**src/rtl/regs_wb_arbiter_pkg.sv**
```systemverilog
// Shared core types for the integer register file write-back path.
// Holds register-file geometry, the write-request record and the grant-source encoding.
package pkg_rv_core;

  localparam int REG_ADDR_W = 5;
  localparam int XLEN       = 32;
  localparam int REG_NUM    = 32;

  typedef struct packed {
    logic [REG_ADDR_W-1:0] rd;
    logic [XLEN-1:0]       data;
  } wb_req_t;

  typedef enum logic [1:0] {
    GNT_NONE   = 2'd0,
    GNT_EX     = 2'd1,
    GNT_FIFO   = 2'd2,
    GNT_STARVE = 2'd3
  } wb_gnt_e;

endpackage

```
**src/rtl/regs_wb_arbiter_if.sv**
```systemverilog
// Bus bundle between EX/LSU/ID, the write-back arbiter and the register file port.
// The slave modport is the arbiter's view; master is the surrounding pipeline.
interface regs_wb_arbiter_if;
  import pkg_rv_core::*;

  logic                  ex_valid_i;
  logic [REG_ADDR_W-1:0] ex_rd_i;
  logic [XLEN-1:0]       ex_wdata_i;
  logic                  ex_stall_o;

  // LSU valid/ready: a result transfers on a cycle with lsu_valid_i & lsu_ready_o;
  // while valid is high and ready is low the producer holds rd/wdata unchanged.
  logic                  lsu_valid_i;
  logic                  lsu_ready_o;
  logic [REG_ADDR_W-1:0] lsu_rd_i;
  logic [XLEN-1:0]       lsu_wdata_i;

  logic                  issue_long_i;
  logic [REG_ADDR_W-1:0] issue_rd_i;
  logic [REG_NUM-1:0]    busy_o;

  logic [REG_ADDR_W-1:0] rd_waddr_o;
  logic [XLEN-1:0]       rd_wdata_o;
  logic                  rd_wr_en_o;

  modport slave (
    input  ex_valid_i, ex_rd_i, ex_wdata_i,
    input  lsu_valid_i, lsu_rd_i, lsu_wdata_i,
    input  issue_long_i, issue_rd_i,
    output ex_stall_o, lsu_ready_o, busy_o,
    output rd_waddr_o, rd_wdata_o, rd_wr_en_o
  );

  modport master (
    output ex_valid_i, ex_rd_i, ex_wdata_i,
    output lsu_valid_i, lsu_rd_i, lsu_wdata_i,
    output issue_long_i, issue_rd_i,
    input  ex_stall_o, lsu_ready_o, busy_o,
    input  rd_waddr_o, rd_wdata_o, rd_wr_en_o
  );

endinterface

```
**src/rtl/regs_wb_arbiter_wb_fifo.sv**
```systemverilog
// Synchronous buffer for long-latency write-back results (load/divide).
// Pointers wrap naturally because DEPTH is a power of two.
module wb_fifo
  import pkg_rv_core::*;
#(
  parameter int DEPTH = 2
) (
  input  logic    clk_i,
  input  logic    rst_i,
  input  logic    push_i,
  input  wb_req_t din_i,
  input  logic    pop_i,
  output wb_req_t dout_o,
  output logic    full_o,
  output logic    empty_o
);

  localparam int PW = $clog2(DEPTH);
  localparam logic [PW-1:0] PTR_ONE = PW'(1);
  localparam logic [PW:0]   CNT_ONE = (PW+1)'(1);
  localparam logic [PW:0]   CNT_MAX = (PW+1)'(DEPTH);

  wb_req_t       mem_q [DEPTH];
  logic [PW-1:0] wr_ptr_q, rd_ptr_q;
  logic [PW:0]   count_q;
  logic          do_push, do_pop;

  assign full_o  = (count_q == CNT_MAX);
  assign empty_o = (count_q == '0);
  assign do_push = push_i & ~full_o;
  assign do_pop  = pop_i & ~empty_o;
  assign dout_o  = mem_q[rd_ptr_q];

  always_ff @(posedge clk_i or posedge rst_i) begin
    if (rst_i) begin
      wr_ptr_q <= '0;
      rd_ptr_q <= '0;
      count_q  <= '0;
    end else begin
      if (do_push) wr_ptr_q <= wr_ptr_q + PTR_ONE;
      if (do_pop)  rd_ptr_q <= rd_ptr_q + PTR_ONE;
      case ({do_push, do_pop})
        2'b10:   count_q <= count_q + CNT_ONE;
        2'b01:   count_q <= count_q - CNT_ONE;
        default: count_q <= count_q;
      endcase
    end
  end

  always_ff @(posedge clk_i) begin
    if (do_push) mem_q[wr_ptr_q] <= din_i;
  end

endmodule

```
**src/rtl/regs_wb_arbiter.sv**
```systemverilog
// Write-back arbiter: merges EX results with buffered long-latency results onto the
// single register-file write port and tracks outstanding long-latency destinations.
module regs_wb_arbiter
  import pkg_rv_core::*;
#(
  parameter int FIFO_DEPTH   = 2,
  parameter int STARVE_LIMIT = 4
) (
  input logic              sys_clk_i,
  input logic              rst_i,
  regs_wb_arbiter_if.slave bus
);

  localparam int SW = $clog2(STARVE_LIMIT + 1);
  localparam logic [SW-1:0] STARVE_MAX = SW'(STARVE_LIMIT);
  localparam logic [SW-1:0] STARVE_ONE = SW'(1);
  localparam logic [REG_NUM-1:0] BIT0 = REG_NUM'(1);

  wb_gnt_e               gnt;
  wb_req_t               gnt_req, fifo_head, lsu_req;
  logic                  fifo_full, fifo_empty, fifo_pop, lsu_push;
  logic [SW-1:0]         starve_q, starve_d;
  logic [REG_NUM-1:0]    busy_q, busy_d, set_mask, clr_mask;
  logic                  wr_en_q, wr_en_d;
  logic [REG_ADDR_W-1:0] waddr_q, waddr_d;
  logic [XLEN-1:0]       wdata_q, wdata_d;

  assign lsu_req  = {bus.lsu_rd_i, bus.lsu_wdata_i};
  assign lsu_push = bus.lsu_valid_i & ~fifo_full;

  wb_fifo #(.DEPTH(FIFO_DEPTH)) u_fifo (
    .clk_i   (sys_clk_i),
    .rst_i   (rst_i),
    .push_i  (lsu_push),
    .din_i   (lsu_req),
    .pop_i   (fifo_pop),
    .dout_o  (fifo_head),
    .full_o  (fifo_full),
    .empty_o (fifo_empty)
  );

  always_comb begin
    gnt      = GNT_NONE;
    gnt_req  = '0;
    starve_d = '0;
    if (starve_q == STARVE_MAX && !fifo_empty) begin
      gnt     = GNT_STARVE;
      gnt_req = fifo_head;
    end else if (bus.ex_valid_i) begin
      gnt     = GNT_EX;
      gnt_req = {bus.ex_rd_i, bus.ex_wdata_i};
      // Count only cycles in which a buffered result was actually waiting.
      if (!fifo_empty)
        starve_d = (starve_q == STARVE_MAX) ? starve_q : starve_q + STARVE_ONE;
    end else if (!fifo_empty) begin
      gnt     = GNT_FIFO;
      gnt_req = fifo_head;
    end
  end

  assign fifo_pop = (gnt == GNT_STARVE) || (gnt == GNT_FIFO);

  always_comb begin
    set_mask = bus.issue_long_i ? (BIT0 << bus.issue_rd_i) : '0;
    clr_mask = fifo_pop ? (BIT0 << fifo_head.rd) : '0;
    busy_d   = (busy_q & ~clr_mask) | set_mask;
    busy_d[0] = 1'b0;
  end

  always_comb begin
    wr_en_d = 1'b0;
    waddr_d = waddr_q;
    wdata_d = wdata_q;
    if (gnt != GNT_NONE && gnt_req.rd != '0) begin
      wr_en_d = 1'b1;
      waddr_d = gnt_req.rd;
      wdata_d = gnt_req.data;
    end
  end

  always_ff @(posedge sys_clk_i or posedge rst_i) begin
    if (rst_i) begin
      starve_q <= '0;
      busy_q   <= '0;
      wr_en_q  <= 1'b0;
      waddr_q  <= '0;
      wdata_q  <= '0;
    end else begin
      starve_q <= starve_d;
      busy_q   <= busy_d;
      wr_en_q  <= wr_en_d;
      waddr_q  <= waddr_d;
      wdata_q  <= wdata_d;
    end
  end

  // The pop's clear is visible in the pop cycle itself; a same-cycle re-issue keeps the bit.
  assign bus.busy_o      = busy_q & ~(clr_mask & ~set_mask);
  assign bus.ex_stall_o  = (gnt == GNT_STARVE);
  assign bus.lsu_ready_o = ~fifo_full;
  assign bus.rd_wr_en_o  = wr_en_q;
  assign bus.rd_waddr_o  = waddr_q;
  assign bus.rd_wdata_o  = wdata_q;

  a_no_waw: assert property (@(posedge sys_clk_i) disable iff (rst_i)
    bus.ex_valid_i |-> !bus.busy_o[bus.ex_rd_i]);

endmodule

```
**src/flat_wrapper.sv**
```systemverilog
// flat-port wrapper written by rule: the top's interface ports become plain ports
module regs_wb_arbiter_flat import pkg_rv_core::*;
#(
  parameter int FIFO_DEPTH   = 2,
  parameter int STARVE_LIMIT = 4
)
  (sys_clk_i, rst_i, bus_ex_valid_i, bus_ex_rd_i, bus_ex_wdata_i, bus_lsu_valid_i, bus_lsu_rd_i, bus_lsu_wdata_i, bus_issue_long_i, bus_issue_rd_i, bus_ex_stall_o, bus_lsu_ready_o, bus_busy_o, bus_rd_waddr_o, bus_rd_wdata_o, bus_rd_wr_en_o);
  regs_wb_arbiter_if bus_i ();
  input logic sys_clk_i;
  input logic rst_i;
  input wire logic [$bits(bus_i.ex_valid_i)-1:0] bus_ex_valid_i;
  input wire logic [$bits(bus_i.ex_rd_i)-1:0] bus_ex_rd_i;
  input wire logic [$bits(bus_i.ex_wdata_i)-1:0] bus_ex_wdata_i;
  input wire logic [$bits(bus_i.lsu_valid_i)-1:0] bus_lsu_valid_i;
  input wire logic [$bits(bus_i.lsu_rd_i)-1:0] bus_lsu_rd_i;
  input wire logic [$bits(bus_i.lsu_wdata_i)-1:0] bus_lsu_wdata_i;
  input wire logic [$bits(bus_i.issue_long_i)-1:0] bus_issue_long_i;
  input wire logic [$bits(bus_i.issue_rd_i)-1:0] bus_issue_rd_i;
  output wire logic [$bits(bus_i.ex_stall_o)-1:0] bus_ex_stall_o;
  output wire logic [$bits(bus_i.lsu_ready_o)-1:0] bus_lsu_ready_o;
  output wire logic [$bits(bus_i.busy_o)-1:0] bus_busy_o;
  output wire logic [$bits(bus_i.rd_waddr_o)-1:0] bus_rd_waddr_o;
  output wire logic [$bits(bus_i.rd_wdata_o)-1:0] bus_rd_wdata_o;
  output wire logic [$bits(bus_i.rd_wr_en_o)-1:0] bus_rd_wr_en_o;
  assign bus_i.ex_valid_i = bus_ex_valid_i;
  assign bus_i.ex_rd_i = bus_ex_rd_i;
  assign bus_i.ex_wdata_i = bus_ex_wdata_i;
  assign bus_i.lsu_valid_i = bus_lsu_valid_i;
  assign bus_i.lsu_rd_i = bus_lsu_rd_i;
  assign bus_i.lsu_wdata_i = bus_lsu_wdata_i;
  assign bus_i.issue_long_i = bus_issue_long_i;
  assign bus_i.issue_rd_i = bus_issue_rd_i;
  assign bus_ex_stall_o = bus_i.ex_stall_o;
  assign bus_lsu_ready_o = bus_i.lsu_ready_o;
  assign bus_busy_o = bus_i.busy_o;
  assign bus_rd_waddr_o = bus_i.rd_waddr_o;
  assign bus_rd_wdata_o = bus_i.rd_wdata_o;
  assign bus_rd_wr_en_o = bus_i.rd_wr_en_o;
  regs_wb_arbiter #(.FIFO_DEPTH(FIFO_DEPTH), .STARVE_LIMIT(STARVE_LIMIT)) u_core (.sys_clk_i(sys_clk_i), .rst_i(rst_i), .bus(bus_i));
endmodule
```
**config.mk**
```make
export PLATFORM = sky130hd
export DESIGN_NAME = regs_wb_arbiter_flat
export DESIGN_NICKNAME = d
export VERILOG_FILES = /design/src/rtl/regs_wb_arbiter_pkg.sv /design/src/rtl/regs_wb_arbiter_if.sv /design/src/rtl/regs_wb_arbiter_wb_fifo.sv /design/src/rtl/regs_wb_arbiter.sv /design/src/flat_wrapper.sv
export SDC_FILE = /design/constraint.sdc
export NUM_CORES = 1
export LEC_CHECK = 0
export ABC_AREA = 1
export ABC_CLOCK_PERIOD_IN_PS = 3800
export BUFFER_PORTS_ARGS = -buffer_cell sky130_fd_sc_hd__buf_2
export CORE_MARGIN = 5
export CORE_UTILIZATION = 54
export DETAILED_ROUTE_END_ITERATION = 12
export PLACE_DENSITY_LB_ADDON = 0.3
export SYNTH_ARGS = -nofsm -noshare
export SYNTH_HDL_FRONTEND = slang
export SYNTH_SLANG_ARGS = --single-unit
```
**constraint.sdc**
```tcl
create_clock -name sys_clk_i -period 3.8 [get_ports sys_clk_i]
set_clock_uncertainty 0.05 [all_clocks]
set_input_delay 0.57 -clock sys_clk_i [delete_from_list [all_inputs] [get_ports sys_clk_i]]
set_output_delay 0.57 -clock sys_clk_i [all_outputs]
set_load 0.03 [all_outputs]
```
-- Yosys cells after proc, flatten, opt, wreduce, memory -nomap -nowiden
Memory sizes are Yosys's and may differ from the RTL's.
Cells that the tools add are included.
- add/sub/neg operators: 5
- equality and inequality tests: 7
- shift-type cells: 2
- muxes and demuxes: 16
- bitwise gates (word level): 12
- reductions and logical operators: 8
- operator list (operator ; number):
    37-bit 2-to-1 mux ; 3
    32-bit bitwise AND ; 3
    32-bit inverter ; 3
    32-bit 2-to-1 mux ; 2
    1-bit by 5-bit left shift with 32-bit output (first input constant) ; 2
    32-bit bitwise OR ; 1
    3-bit 2-to-1 mux ; 4
    2-bit equality test (second input constant) ; 4
    2-bit 2-to-1 mux ; 3
    5-bit nonzero test ; 1
    4-bit by 3-bit inequality test with 1-bit output (second input constant) ; 1
    2-bit case mux with 2 select lines ; 1
    2-bit nonzero test ; 2
    3-bit by 1-bit adder with 3-bit output (second input constant) ; 1
    1-bit bitwise AND ; 3
    3-bit equality test (second input constant) ; 1
    1-bit 2-to-1 mux ; 3
    1-bit adder (second input constant) ; 2
    2-bit by 1-bit adder with 2-bit output (second input constant) ; 1
    2-bit by 1-bit equality test with 1-bit output (second input constant) ; 1
    1-bit logical AND ; 2
    2-bit logical NOT ; 1
    1-bit inverter ; 2
    2-bit by 1-bit subtractor with 2-bit output (second input constant) ; 1
    2 further kinds ; 2
- flip-flop bits (word level): 76
- memory bits (writable): 74
- input port bits: 84
- output and inout bits: 72
- word-level logic and storage cells: 59
- memories kept: 1
- memory list (name ; words ; bits a word ; read ports ; clocked after memory_dff ; wr ports ; RTL line ; text):
    u_core.u_fifo.mem_q ; 2 ; 37 ; 1 ; 0 ; 1 ; regs_wb_arbiter_wb_fifo.sv:23 ; wb_req_t mem_q [DEPTH];

-- Logic depth before layout (Yosys ltp)
- word-level depth: 10
- gate-level depth with buffers: 13

-- Hierarchy
From an unflattened synthesis, not the netlist that was laid out.
- cells, all modules: 818
- area, all modules: 7131.8 um^2
- modules (own cells, without submodules) (module ; times used ; cells an instance ; area each (um^2) ; sequential area each (um^2)):
    regs_wb_arbiter ; 1 ; 592 ; 4146.5 ; 1801.7
    wb_fifo ; 1 ; 226 ; 2985.4 ; 2322.2

-- Worst setup path before layout
OpenSTA, ideal clock, no wires.
- kind: register to register
- from: register u_core.u_fifo.count_q[0]
- to: memory u_core.u_fifo.mem_q[1][0] in the netlist's numbering, enable pin
- arrival: 2497 ps
- required time: 3317 ps
- slack: 820 ps
- stages on the path, launching flop included: 5
- buffers on the path: 0
- clock period less this slack: 2980 ps
- path through: dfrtp_1 > inv_2 > nand2_1 > nand2_1 > nor2_1
- word-level cells in the longest chain between the ends: 6
- RTL lines (what ; RTL line ; text):
    start, declared ; regs_wb_arbiter_wb_fifo.sv:25 ; logic [PW:0] count_q;
    start signal, assigned ; regs_wb_arbiter_wb_fifo.sv:43 ; 2'b10: count_q <= count_q + CNT_ONE;
    start signal, assigned ; regs_wb_arbiter_wb_fifo.sv:44 ; 2'b01: count_q <= count_q - CNT_ONE;
    start signal, assigned ; regs_wb_arbiter_wb_fifo.sv:45 ; default: count_q <= count_q;
    2-bit equality test * ; regs_wb_arbiter_wb_fifo.sv:28 ; assign full_o = (count_q == CNT_MAX);
    1-bit inverter * ; - ;
    via bus_lsu_ready_o ; flat_wrapper.sv:20 ; output wire logic [$bits(bus_i.lsu_ready_o)-1:0] bus_lsu_ready_o;
    1-bit bitwise AND ; regs_wb_arbiter.sv:29 ; assign lsu_push = bus.lsu_valid_i & ~fifo_full;
    1-bit bitwise AND * ; regs_wb_arbiter_wb_fifo.sv:30 ; assign do_push = push_i & ~full_o;
    1-bit 2-to-1 mux * ; regs_wb_arbiter_wb_fifo.sv:51 ; if (do_push) mem_q[wr_ptr_q] <= din_i;
    1-bit 2-to-1 mux (implied by the code) * ; regs_wb_arbiter_wb_fifo.sv:51 ;
    end, declared ; regs_wb_arbiter_wb_fifo.sv:23 ;
The timed path passes the listed nets; every way through them passes the cells marked *.

-- Worst setup path after layout
- from: register u_core.u_fifo.rd_ptr_q
- to: output port bus_busy_o[16]
- word-level cells in the longest chain between the ends: 6
- RTL lines (what ; RTL line ; text):
    start, declared ; regs_wb_arbiter_wb_fifo.sv:24 ; logic [PW-1:0] wr_ptr_q, rd_ptr_q;
    start signal, assigned ; regs_wb_arbiter_wb_fifo.sv:41 ; if (do_pop) rd_ptr_q <= rd_ptr_q + PTR_ONE;
    memory 2 x 37 bit ; - ;
    1-bit by 5-bit left shift with 32-bit output ; regs_wb_arbiter.sv:65 ; clr_mask = fifo_pop ? (BIT0 << fifo_head.rd) : '0;
    32-bit 2-to-1 mux ; regs_wb_arbiter.sv:65 ;
    32-bit bitwise AND ; regs_wb_arbiter.sv:98 ; assign bus.busy_o = busy_q & ~(clr_mask & ~set_mask);
    32-bit inverter ; regs_wb_arbiter.sv:98 ;
    32-bit bitwise AND ; regs_wb_arbiter.sv:98 ;
    end, declared ; flat_wrapper.sv:21 ; output wire logic [$bits(bus_i.busy_o)-1:0] bus_busy_o;
No other way between the ends.

==> metrics.csv <==
stage;metric;value;unit
run_status;status;finished clean;
synth;synth_edf_count;74;
cells_and_area;fillCellCount;1006;
timing;final-setup-viol-count;0;
place;dp_hpwl;12.1;mm
grt;met1_usage;0.314;
route;vias;5791;
synth;synth_cell_type_count;33;
worst_setup_path;crit_path_start_kind;register;
synth;synth-seq-area-share;0.596;
cells_and_area;area_growth;20.2;%
synth;yosys.area.top_type;edfxtp_1;
worst_setup_path;worst_path_largest_cell_delay;0.49;ns
timing;drv_slew;0;
synth;synthArstFlopShare;0.507;
clock_tree;cts.path.max_buffers;2;
timing;worstMarginPinSlew;1.12;ns
grt;grtUsageTotal;0.248;
place;place_congestion;0.909;
worst_setup_path;arrival;2.60;ns
synth;synth_area;6920;sq um
grt;grt_pass1_wl;29.0;mm
clock_tree;ctsResizeCount;0;
floorplan;core-area;12600;sq um
power;p_per_area;845;nW/um^2
synth;synth_area_per_cell;9.93;sq um
route;ant_nets;0;
clock_tree;clock_latency;0.42;ns
route;drt-vias-per-instance;5.66;
floorplan;die_w;123;um
power;p_leak;3.97;nW
synth;synth_fp_nets;784;
cells_and_area;fin_nets;927;
synth;synth_ff_type;dfrtp_1;
timing;fmax;0.310;GHz
timing;maxSlewHeadroom;0.250;
synth;yosys_warnings;0;
clock_tree;clk_pin_slew;0.06;ns
route;drtIter0Drc;558;
route;wl;18.2;mm
floorplan;rows;41;
route;drc;0;
clock_tree;clock-sinks;150;
clock_tree;cts_tree;built;
power;vdd_drop_max;0.485;mV
cells_and_area;final_common_cell;nand2_1;
place;port_buffers;154;
cells_and_area;regArea;4130;sq um
timing;post-route-period-util;0.848;
cells_and_area;multiInputGateArea;2420;sq um
worst_setup_path;crit_chain;buf_4 > nand2_1 > nand2_1 > nand3_2 > nor2_1 > nand2_1 > nand2_1 > o21ai_0 > buf_2;
worst_setup_path;cp.required;3.18;ns
power;total_power;7.02;mW
floorplan;dieArea;15200;sq um
floorplan;start_util;0.550;
worst_setup_path;path_common_cell;nand2_1;
grt;grt_overflow;0;
synth;netlist_top_cells_area;edfxtp_1 32%, dfrtp_1 27%, nand2_1 12%, nand3_1 5.6%, mux2i_1 4.6%;
synth;synthCells;697;
cells_and_area;most-common-layout-cells;212 x nand2_1, 154 x buf_2, 78 x nand3_1;
grt;met3_usage;0.0659;
place;place_ws;1.04;ns
run;cap_violations;0;
grt;grt_pass1_vias;5818;
timing;finalSetupTns;0;ns
cells_and_area;drive_gt1_frac;0.254;
timing;finalHoldViolations;0;
worst_setup_path;critPathCaptureType;output port;
hold_path;hold_class;in2reg;
floorplan;io_pins;156;
grt;antenna_found_initial;1;
route;wl_per_cell;17.8;um
timing;rsz0062_at_grt;no;
grt;use_met2;0.417;
synth;ys_ff_latch;150;
grt;grt_max_degree;58;
timing;setup_ws;0.576;ns
clock_tree;h-tree-depth;4;
worst_setup_path;cp_max_fo;33;
timing;min_period;3.22;ns
floorplan;dieHeight;123;um
clock_tree;holdBufCountCts;0;
clock_tree;cts_buffers;17;
worst_setup_path;slowest_stage;buf_4;
synth;synth_top_area_share;0.321;
worst_setup_path;path_class;reg2out;
clock_tree;clock-root-buffer;clkbuf_16;
clock_tree;cts_setup_buffers;0;
route;drt_first_pass_iters;6;
grt;grt_busiest_layer;met2;
-- registers in the layout, summed over array words and instances, names as in the netlist --
| register | cells |
|---|---|
| u_core.u_fifo.count_q | 2 |
| u_core.bus.rd_waddr_o | 5 |
| u_core.bus.rd_wdata_o | 32 |
| u_core.bus.rd_wr_en_o | 1 |
| u_core.busy_q | 31 |
| u_core.u_fifo.mem_q | 74 |
| u_core.u_fifo.rd_ptr_q | 1 |
| u_core.u_fifo.wr_ptr_q | 1 |
| u_core.starve_q | 3 |
-- layer usage --
| layer | wire [um] | vias up |
|---|---|---|
| met4 | 294 | 2 |
| met3 | 1690 | 30 |
| met1 | 7120 | 2787 |
| met2 | 9100 | 305 |
| met5 | 7 | - |
| li1 | - | 2667 |
-- cells by family (layout without fill, tap and decap cells) --
| kind of cell | after synthesis | count (layout) | synth area share |
|---|---|---|---|
| adder cells (fa/ha/maj) | 3 | 3 | 0.00543 |
| AO/OA/AOI/OAI | 52 | 52 | 0.0409 |
| flip-flops | 150 | 150 | 0.596 |
| buffers and inverters | 76 | 230 | 0.0564 |
| multiplexers | 32 | 32 | 0.0463 |
| AND/OR/NAND/NOR | 379 | 379 | 0.249 |
| other | 1 | 2 | 0.000542 |
| XOR/XNOR | 4 | 4 | 0.00507 |
-- cell usage after synthesis, drive strengths merged, types with 2 or more instances --
cell and count:
inv 39, nand3 80, xnor2 2, xor2 2
buf 25, o21ai 41, a21oi 2, edfxtp 74
mux2i 32, clkbuf 12, dfrtp 76, nor2 31
nand2 222, o31ai 9, nor3 6, nand4 37
ha 3
-- power breakdown --
part	switching [mW]	total (mW)	internal, mW
Sequential	0.276	2.57	2.29
Clock	0.637	1.67	1.04
Combinational	2.04	2.78	0.739
-- path summary, 6_finish.rpt --
check / startpoint / to / slack (ns) / cells past startpoint
hold / removal: bus_lsu_wdata_i[26] / u_core.u_fifo.mem_q[0][26]$_DFFE_PP_ / 0.28 / 1
max in group asynchronous: rst_i / u_core.bus.rd_wdata_o[21]$_DFFE_PP0P_ / 2.54 / 3
hold reg to reg: u_core.starve_q[0]$_DFFE_PP0P_ / u_core.starve_q[0]$_DFFE_PP0P_ / 0.44 / 1
setup / recovery: u_core.u_fifo.rd_ptr_q$_DFFE_PP0P_ / bus_busy_o[16] / 0.58 / 9
min in group asynchronous: rst_i / u_core.busy_q[19]$_DFF_PP0_ / 0.32 / 2
setup reg to reg: u_core.starve_q[0]$_DFFE_PP0P_ / u_core.bus.rd_wdata_o[4]$_DFFE_PP0P_ / 1.14 / 12
-- per-stage QoR --
step	cell area [sq um]	cells	utilization	hold WS (ns)
2_1_floorplan	6920	697	-	0.393
3_3_place_gp	7730	993	0.615	0.408
3_5_place_dp	7730	993	0.615	0.429
4_1_cts	8310	1023	0.661	0.273
5_1_grt	8310	1023	0.661	0.271
6_report	8310	1024	0.661	0.281
-- cell type report --
cell class / count / share of cell area
multi-input combinational: 471 / 0.291
tap: 172 / 0.0259
timing repair buffer: 161 / 0.0990
antenna: 1 / 0.000301
clock buffer: 20 / 0.0537
inverter: 39 / 0.0178
clock inverter: 10 / 0.0161
sequential: 150 / 0.496
-- worst max-delay path, delay by kind of cell (launching register included) --
kind                   cells  cell delay (ns)
and+or+nand+nor            6             0.96
buffers and inverters      2             0.70
DFF                        1             0.40
AOI/OAI and AO/OA          1             0.13
(Power assumes the default switching activity.)
